===== config.mk =====
export PLATFORM = sky130hd
export DESIGN_NAME = bcd_display_mux_flat
export DESIGN_NICKNAME = d
export VERILOG_FILES = /design/src/rtl/seven_seg_pkg.sv /design/src/rtl/bcd_display_mux_if.sv /design/src/rtl/seg7_decode.sv /design/src/rtl/bcd_display_mux.sv /design/src/flat_wrapper.sv
export SDC_FILE = /design/constraint.sdc
export NUM_CORES = 1
export LEC_CHECK = 0
export ABC_CLOCK_PERIOD_IN_PS = 3200
export CAP_MARGIN = 20
export CORE_MARGIN = 5
export CORE_UTILIZATION = 50
export DETAILED_ROUTE_END_ITERATION = 6
export PLACE_DENSITY = 0.75
export SLEW_MARGIN = 5
export SYNTH_ARGS = -nofsm -noshare
export SYNTH_HDL_FRONTEND = slang
export SYNTH_SLANG_ARGS = --single-unit
export TNS_END_PERCENT = 20

===== constraint.sdc =====
create_clock -name clk -period 3.2 [get_ports clk]
set_input_delay 0.96 -clock clk [delete_from_list [all_inputs] [get_ports clk]]
set_output_delay 0.96 -clock clk [all_outputs]
set_load 0.1 [all_outputs]

===== src/rtl/seven_seg_pkg.sv =====
`default_nettype none
// ============================================================================
//  Module      : seven_seg_pkg
//  Description : Shared constants and types for the four-digit seven-segment
//                display driver. Glyphs are active-low, ordered {g,f,e,d,c,b,a}.
//                Contents:
//                  NUM_DIGITS, DIGIT_W, BCD_W   - display geometry
//                  SEG_0..SEG_9, SEG_DASH, SEG_BLANK - cathode patterns
//                  digit_e                      - scan position
//                  nibble_of()                  - nibble extraction helper
//  Revision    : 1.0 - initial release
// ============================================================================
package seven_seg_pkg;

    localparam int NUM_DIGITS = 4;
    localparam int DIGIT_W    = 4;
    localparam int BCD_W      = NUM_DIGITS * DIGIT_W;

    localparam logic [6:0] SEG_0     = 7'h40;
    localparam logic [6:0] SEG_1     = 7'h79;
    localparam logic [6:0] SEG_2     = 7'h24;
    localparam logic [6:0] SEG_3     = 7'h30;
    localparam logic [6:0] SEG_4     = 7'h19;
    localparam logic [6:0] SEG_5     = 7'h12;
    localparam logic [6:0] SEG_6     = 7'h02;
    localparam logic [6:0] SEG_7     = 7'h78;
    localparam logic [6:0] SEG_8     = 7'h00;
    localparam logic [6:0] SEG_9     = 7'h10;
    localparam logic [6:0] SEG_DASH  = 7'h3F;
    localparam logic [6:0] SEG_BLANK = 7'h7F;

    // Scan position; DIG_0 is the rightmost (units) digit.
    typedef enum logic [1:0] {
        DIG_0 = 2'd0,
        DIG_1 = 2'd1,
        DIG_2 = 2'd2,
        DIG_3 = 2'd3
    } digit_e;

    function automatic logic [DIGIT_W-1:0] nibble_of(input logic [BCD_W-1:0] value,
                                                      input logic [1:0]       idx);
        return value[idx*DIGIT_W +: DIGIT_W];
    endfunction

endpackage
`default_nettype wire


===== src/rtl/bcd_display_mux_if.sv =====
`default_nettype none
// ============================================================================
//  Module      : bcd_display_mux_if
//  Description : Bundle between the BCD source / display pins and the
//                display multiplexer.
//                  bcd_in  [15:0]  packed BCD value          (master -> slave)
//                  bcd_vld         one-cycle valid strobe    (master -> slave)
//                  an      [3:0]   digit anodes, active-low  (slave -> master)
//                  seg     [6:0]   cathodes {g..a}, active-low
//                  dp              decimal point, active-low
//                  frame           scan-wrap pulse
//  Revision    : 1.0 - initial release
// ============================================================================
interface bcd_display_mux_if;
    import seven_seg_pkg::*;

    logic [BCD_W-1:0]      bcd_in;
    logic                  bcd_vld;
    logic [NUM_DIGITS-1:0] an;
    logic [6:0]            seg;
    logic                  dp;
    logic                  frame;

    modport master (
        output bcd_in,
        output bcd_vld,
        input  an,
        input  seg,
        input  dp,
        input  frame
    );

    modport slave (
        input  bcd_in,
        input  bcd_vld,
        output an,
        output seg,
        output dp,
        output frame
    );

endinterface
`default_nettype wire


===== src/rtl/seg7_decode.sv =====
`default_nettype none
// ============================================================================
//  Module      : seg7_decode
//  Description : Combinational nibble-to-glyph map for a common-anode
//                seven-segment digit. Non-BCD nibbles (A..F) render a dash.
//                  nibble_i [3:0]  digit value
//                  blank_i         force all segments off
//                  seg_o    [6:0]  cathodes {g,f,e,d,c,b,a}, active-low
//  Revision    : 1.0 - initial release
// ============================================================================
module seg7_decode
    import seven_seg_pkg::*;
(
    input  wire logic [DIGIT_W-1:0] nibble_i,
    input  wire logic               blank_i,
    output logic      [6:0]         seg_o
);

    always_comb begin
        seg_o = SEG_DASH;
        if (blank_i) begin
            seg_o = SEG_BLANK;
        end else begin
            case (nibble_i)
                4'd0:    seg_o = SEG_0;
                4'd1:    seg_o = SEG_1;
                4'd2:    seg_o = SEG_2;
                4'd3:    seg_o = SEG_3;
                4'd4:    seg_o = SEG_4;
                4'd5:    seg_o = SEG_5;
                4'd6:    seg_o = SEG_6;
                4'd7:    seg_o = SEG_7;
                4'd8:    seg_o = SEG_8;
                4'd9:    seg_o = SEG_9;
                default: seg_o = SEG_DASH;
            endcase
        end
    end

endmodule
`default_nettype wire


===== src/rtl/bcd_display_mux.sv =====
`default_nettype none
// ============================================================================
//  Module      : bcd_display_mux
//  Description : Time-multiplexed driver for a four-digit common-anode
//                seven-segment display. Captures packed BCD on bcd_vld,
//                holds it pending and swaps it onto the display only at a
//                frame boundary so a frame never mixes two values.
//                Optional leading-zero blanking on digits 3..1.
//  Parameters  : REFRESH_DIV - clk cycles per lit digit (>= 2)
//                BLANK_LZ    - 1 = blank leading zeros, 0 = show all digits
//  Ports       : clk, rst_n (async, active-low)
//                bus (slave): bcd_in, bcd_vld -> an, seg, dp, frame
//  Revision    : 1.0 - initial release
// ============================================================================
module bcd_display_mux
    import seven_seg_pkg::*;
#(
    parameter int REFRESH_DIV = 50000,
    parameter bit BLANK_LZ    = 1'b1
) (
    input  wire logic        clk,
    input  wire logic        rst_n,
    bcd_display_mux_if.slave bus
);

    localparam int              PRE_W   = (REFRESH_DIV > 2) ? $clog2(REFRESH_DIV) : 1;
    localparam logic [PRE_W-1:0] PRE_MAX = PRE_W'(REFRESH_DIV - 1);

    logic [PRE_W-1:0]      pre_q,       pre_d;
    digit_e                dsel_q,      dsel_d;
    logic [BCD_W-1:0]      disp_q,      disp_d;
    logic [BCD_W-1:0]      pend_q,      pend_d;
    logic                  pend_flag_q, pend_flag_d;
    logic [NUM_DIGITS-1:0] an_q,        an_d;
    logic [6:0]            seg_q,       seg_d;
    logic                  frame_q;

    logic                  tick;
    logic                  wrap;
    logic [NUM_DIGITS-1:0] blank_vec;
    logic [DIGIT_W-1:0]    nibble_sel;
    logic                  blank_sel;

    // ------------------------------------------------------------------
    // Prescaler, digit selector and capture / frame-update logic
    // ------------------------------------------------------------------
    always_comb begin
        tick   = (pre_q == PRE_MAX);
        pre_d  = tick ? '0 : pre_q + 1'b1;
        dsel_d = tick ? digit_e'(dsel_q + 2'd1) : dsel_q;
        wrap   = tick && (dsel_q == DIG_3);

        // Newest strobe always lands in the pending register.
        pend_d      = bus.bcd_vld ? bus.bcd_in : pend_q;
        pend_flag_d = pend_flag_q;
        disp_d      = disp_q;

        if (wrap) begin
            // A strobe coincident with the wrap bypasses the pending stage.
            if (bus.bcd_vld) begin
                disp_d = bus.bcd_in;
            end else if (pend_flag_q) begin
                disp_d = pend_q;
            end
            pend_flag_d = 1'b0;
        end else if (bus.bcd_vld) begin
            pend_flag_d = 1'b1;
        end
    end

    // ------------------------------------------------------------------
    // Leading-zero blanking: digit k blanks when it and all higher
    // nibbles are zero. Digit 0 always shows so "0" stays visible.
    // Computed from the next-state value so the glyph and the anode
    // registered together always belong to the same digit and frame.
    // ------------------------------------------------------------------
    for (genvar k = 0; k < NUM_DIGITS; k++) begin : g_blank
        if (k == 0 || !BLANK_LZ) begin : g_never
            assign blank_vec[k] = 1'b0;
        end else begin : g_lz
            assign blank_vec[k] = (disp_d[BCD_W-1:k*DIGIT_W] == '0);
        end
    end

    assign nibble_sel = nibble_of(disp_d, dsel_d);
    assign blank_sel  = blank_vec[dsel_d];
    assign an_d       = ~(4'b0001 << dsel_d);

    seg7_decode u_seg7_decode (
        .nibble_i (nibble_sel),
        .blank_i  (blank_sel),
        .seg_o    (seg_d)
    );

    // ------------------------------------------------------------------
    // State and output registers. an/seg are loaded from next-state
    // selector and display values, which places the anode switch to
    // digit 0 in the same cycle as the frame pulse.
    // ------------------------------------------------------------------
    always_ff @(posedge clk or negedge rst_n) begin
        if (!rst_n) begin
            pre_q       <= '0;
            dsel_q      <= DIG_0;
            disp_q      <= '0;
            pend_q      <= '0;
            pend_flag_q <= 1'b0;
            an_q        <= '1;
            seg_q       <= SEG_BLANK;
            frame_q     <= 1'b0;
        end else begin
            pre_q       <= pre_d;
            dsel_q      <= dsel_d;
            disp_q      <= disp_d;
            pend_q      <= pend_d;
            pend_flag_q <= pend_flag_d;
            an_q        <= an_d;
            seg_q       <= seg_d;
            frame_q     <= wrap;
        end
    end

    assign bus.an    = an_q;
    assign bus.seg   = seg_q;
    assign bus.dp    = 1'b1;
    assign bus.frame = frame_q;

endmodule
`default_nettype wire


===== src/flat_wrapper.sv =====
// flat-port wrapper written by rule: the top's interface ports become plain ports
module bcd_display_mux_flat import seven_seg_pkg::*;
#(
    parameter int REFRESH_DIV = 50000,
    parameter bit BLANK_LZ    = 1'b1
)
  (clk, rst_n, bus_bcd_in, bus_bcd_vld, bus_an, bus_seg, bus_dp, bus_frame);
  bcd_display_mux_if bus_i ();
  input  wire logic clk;
  input  wire logic rst_n;
  input wire logic [$bits(bus_i.bcd_in)-1:0] bus_bcd_in;
  input wire logic [$bits(bus_i.bcd_vld)-1:0] bus_bcd_vld;
  output wire logic [$bits(bus_i.an)-1:0] bus_an;
  output wire logic [$bits(bus_i.seg)-1:0] bus_seg;
  output wire logic [$bits(bus_i.dp)-1:0] bus_dp;
  output wire logic [$bits(bus_i.frame)-1:0] bus_frame;
  assign bus_i.bcd_in = bus_bcd_in;
  assign bus_i.bcd_vld = bus_bcd_vld;
  assign bus_an = bus_i.an;
  assign bus_seg = bus_i.seg;
  assign bus_dp = bus_i.dp;
  assign bus_frame = bus_i.frame;
  bcd_display_mux #(.REFRESH_DIV(REFRESH_DIV), .BLANK_LZ(BLANK_LZ)) u_core (.clk(clk), .rst_n(rst_n), .bus(bus_i));
endmodule

==> impl_metrics.tcl <==
set metrics [dict create \
    core.rowCount 27 \
    hpwl_mm 4.41 \
    synthFlopType "dfrtp_1" \
    clk_pin_slew_worst_paths_ns 0.07 \
    synth_xor_area_share_pct 3.91 \
    syn_avg_cell_area_um2 11.8 \
    route.detailed.wl_per_inst_um 15.6 \
    post-route-drc-count 0 \
    synth.most_common_cell "dfrtp_1" \
    path_cells "or4b_4, nor4b_4, buf_4, mux2i_2, buf_4, nand2_4, o2bb2ai_4, a221oi_2, buf_4, ha_1, mux2_1, o211ai_1" \
    ioPinCount 32 \
    cts_tree "built" \
    min_period_over_period_pct 97.0 \
    clock-root-buffer "clkbuf_8" \
    syn_to_final_growth_pct 28.6 \
    p_leak_nw 1.77 \
    fin_cells 390 \
    drtIter0Drc 101 \
    clock_latency_ns 0.34 \
    fillers 424 \
    fp.dieW_um 86.3 \
    slowest_delay_ns 0.60 \
    drive_gt1_share_pct 34.0 \
    ys_seq_elements 63 \
    powerDensity_mw_per_mm2 439 \
    worst_pin_slew_ns 0.704 \
    max_cap_violations 0 \
    ys_top_cells_by_area "dfrtp_1 45%, dfstp_2 9.9%, mux2_2 5.4%" \
    outcome "complete, no violations" \
    timing.fmax_mhz 322 \
    multiInputGateArea_mm2 0.00127 \
    synth-edff-count 0 \
    critical_path.top_delay_family "simple AND/OR/NAND/NOR gates" \
    placed_area_mm2 0.00346 \
    yosysTopAreaCell "dfrtp_1" \
    yosysSeqAreaShare_pct 54.7 \
    endpoint_kind "register" \
    skew_ns 0.0105 \
    cts_sinks 63 \
    ir_drop_uv 359 \
    cts-htree-levels 3 \
    relSlewSlack_pct 53.0 \
    finalHoldViolations 0 \
    ys_types 51 \
    yosys-top-cells-count "52 x dfrtp_1, 21 x nand2_1, 17 x inv_1, 14 x mux2_2, 14 x nor2_1" \
    grt_pass1_wl_mm 10.4 \
    synthMuxAreaShare_pct 9.25 \
    synth_compound_area_share_pct 10.7 \
    worst-setup-path-type "reg -> reg" \
    synth_nets 274 \
    die-area_mm2 0.00744 \
    track_usage_pct 18.0 \
    dpl.cell_count 371 \
    crit_top_cell "buf_4" \
    clockBufferDepth 2 \
    seqCellArea_mm2 0.00159 \
    netlist_instances 247 \
    viasPerCell 5.25 \
    crit_fanout 5 \
    cts_buffers 9 \
    wirelength_mm 6.09 \
    yosysWarningCount 0 \
    finalNetCount 340 \
    grt_start_max_net_pins 34 \
    slowest_stage "or4b_4" \
    drtPass1Iterations 4 \
    synthSimpleGateAreaFrac_pct 13.9 \
    hold_path_class "reg -> reg" \
    synthArstFlopShare_pct 100 \
    overflow 0 \
    setup_viol 0 \
    num_antenna_cells 0 \
    synth_top_area_share_pct 44.7 \
    grt_pass1_vias 2155 \
    arrival_ns 3.35 \
    gp_congestion 0.812 \
    slew_violations 0 \
    io_buffers 30 \
    via_count 2049 \
    synthAdderAreaFrac_pct 3.44 \
    worst-path-buf-inv 3 \
    synth_top_family_by_area "simple AND/OR/NAND/NOR gates" \
    cp-start-kind "register" \
    die_height_um 86.3 \
    core_area_mm2 0.00557 \
    worstPathRequired_ns 3.45 \
    finalInstanceArea_mm2 0.00374 \
    period_minus_slack_ns 3.11 \
    initial_core_util_pct 52.2 \
    syn-cell-area_mm2 0.00291 \
    antenna_found_initial 0 \
    postRouteAntennaNets 0 \
]
metal layers:
metal	share of wire, %	up-vias	track usage [%]
met5	0	-	0
met4	1.2	0	7.65
met3	3.2	7	3.04
met2	48	37	27.8
met1	48	998	25.0
li1	-	1007	-
flip-flops by register name, summed over array words and instances (netlist names):
register	cells
u_core.pend_q	16
u_core.disp_q	16
u_core.bus.frame	1
u_core.pend_flag_q	1
u_core.bus.seg	7
u_core.pre_q	16
u_core.dsel_q	2
u_core.bus.an	4
cell families (layout without fill, tap and decap cells):
group,after synthesis,after routing
and+or+nand+nor,71,71
DFF,63,63
AOI/OAI and AO/OA,41,41
buffers and inverters,26,97
muxes,24,24
xor gates and xnor gates,13,13
adders and majority gates,8,8
other,1,1
per-stage QoR:
stage	power [mW]	hold slack [ns]	setup TNS, ns	util [%]	setup WS, ns
3_3_place_gp	0.978	0.448	-0.426	62.1	-0.122
6_report	1.64	0.458	0	67.1	0.0946
3_5_place_dp	0.981	0.451	-0.588	62.1	-0.153
5_1_grt	1.70	0.486	-0.0129	67.1	-0.0129
2_1_floorplan	0.917	0.423	0	-	0.132
4_1_cts	1.65	0.460	0	65.5	0.0158
final timing paths:
| kind | startpoint | endpoint | slack [ns] | cells after the start |
|---|---|---|---|---|
| max reg2reg | u_core.pre_q[11] | u_core.bus.seg[4] | 0.09 | 12 |
| min reg2reg | u_core.pre_q[0] | u_core.pre_q[0] | 0.46 | 1 |
| max in group asynchronous | rst_n | u_core.disp_q[8] | 1.91 | 2 |
| min in group asynchronous | rst_n | u_core.pre_q[15] | 0.67 | 1 |
| min | u_core.pre_q[0] | u_core.pre_q[0] | 0.46 | 1 |
| max | u_core.pre_q[11] | u_core.bus.seg[4] | 0.09 | 12 |
what timing repair did:
action | CTS | global route
hold buffers | 0 | 0
setup endpoints to repair | 0 | 5
resized for setup | 0 | 13
buffers inserted | 0 | 3
cell usage in the layout (no fill, tap or decap), drive strengths merged, types with 2 or more instances in the layout:
cell and count:
mux2 17, mux2i 7, o2bb2ai 2, a21oi 2, dfrtp 52, nor2b 2
o21ai 13, ha 8, a32oi 6, buf 45, o211ai 8, xnor2 7
a22oi 2, clkinv 3, nand4bb 2, xor2 6, inv 19, nor2 14
nand2 22, nand3 12, nand4 3, clkdlybuf4s50 17, nand3b 2, dfstp 11
clkbuf 12, nor4 3, and3 4, a221oi 2
power by group:
group / internal, mW / leakage [nW] / switching [mW]
clock network: 0.378 / 0.100 / 0.298
logic: 0.0529 / 0.920 / 0.0797
registers: 0.823 / 0.751 / 0.00933
worst register-to-register path: cells and delay by family, from the launching register on:
kind / cells / cell delay, ns
fa+ha+maj: 1 / 0.21
compound gates: 3 / 0.39
flops: 1 / 0.39
mux: 2 / 0.53
simple gates: 3 / 0.97
buf+inv: 3 / 0.55
cell type report:
cell class	count	share of cell area [%]
flip-flops and latches	63	42.5
multi-input cells	158	33.9
repair buffers	62	14.2
clock inverters	4	1.20
inverters	19	1.91
well taps	72	2.41
clock buffers	12	3.88
No activity file was read; power rests on OpenSTA's default activity.
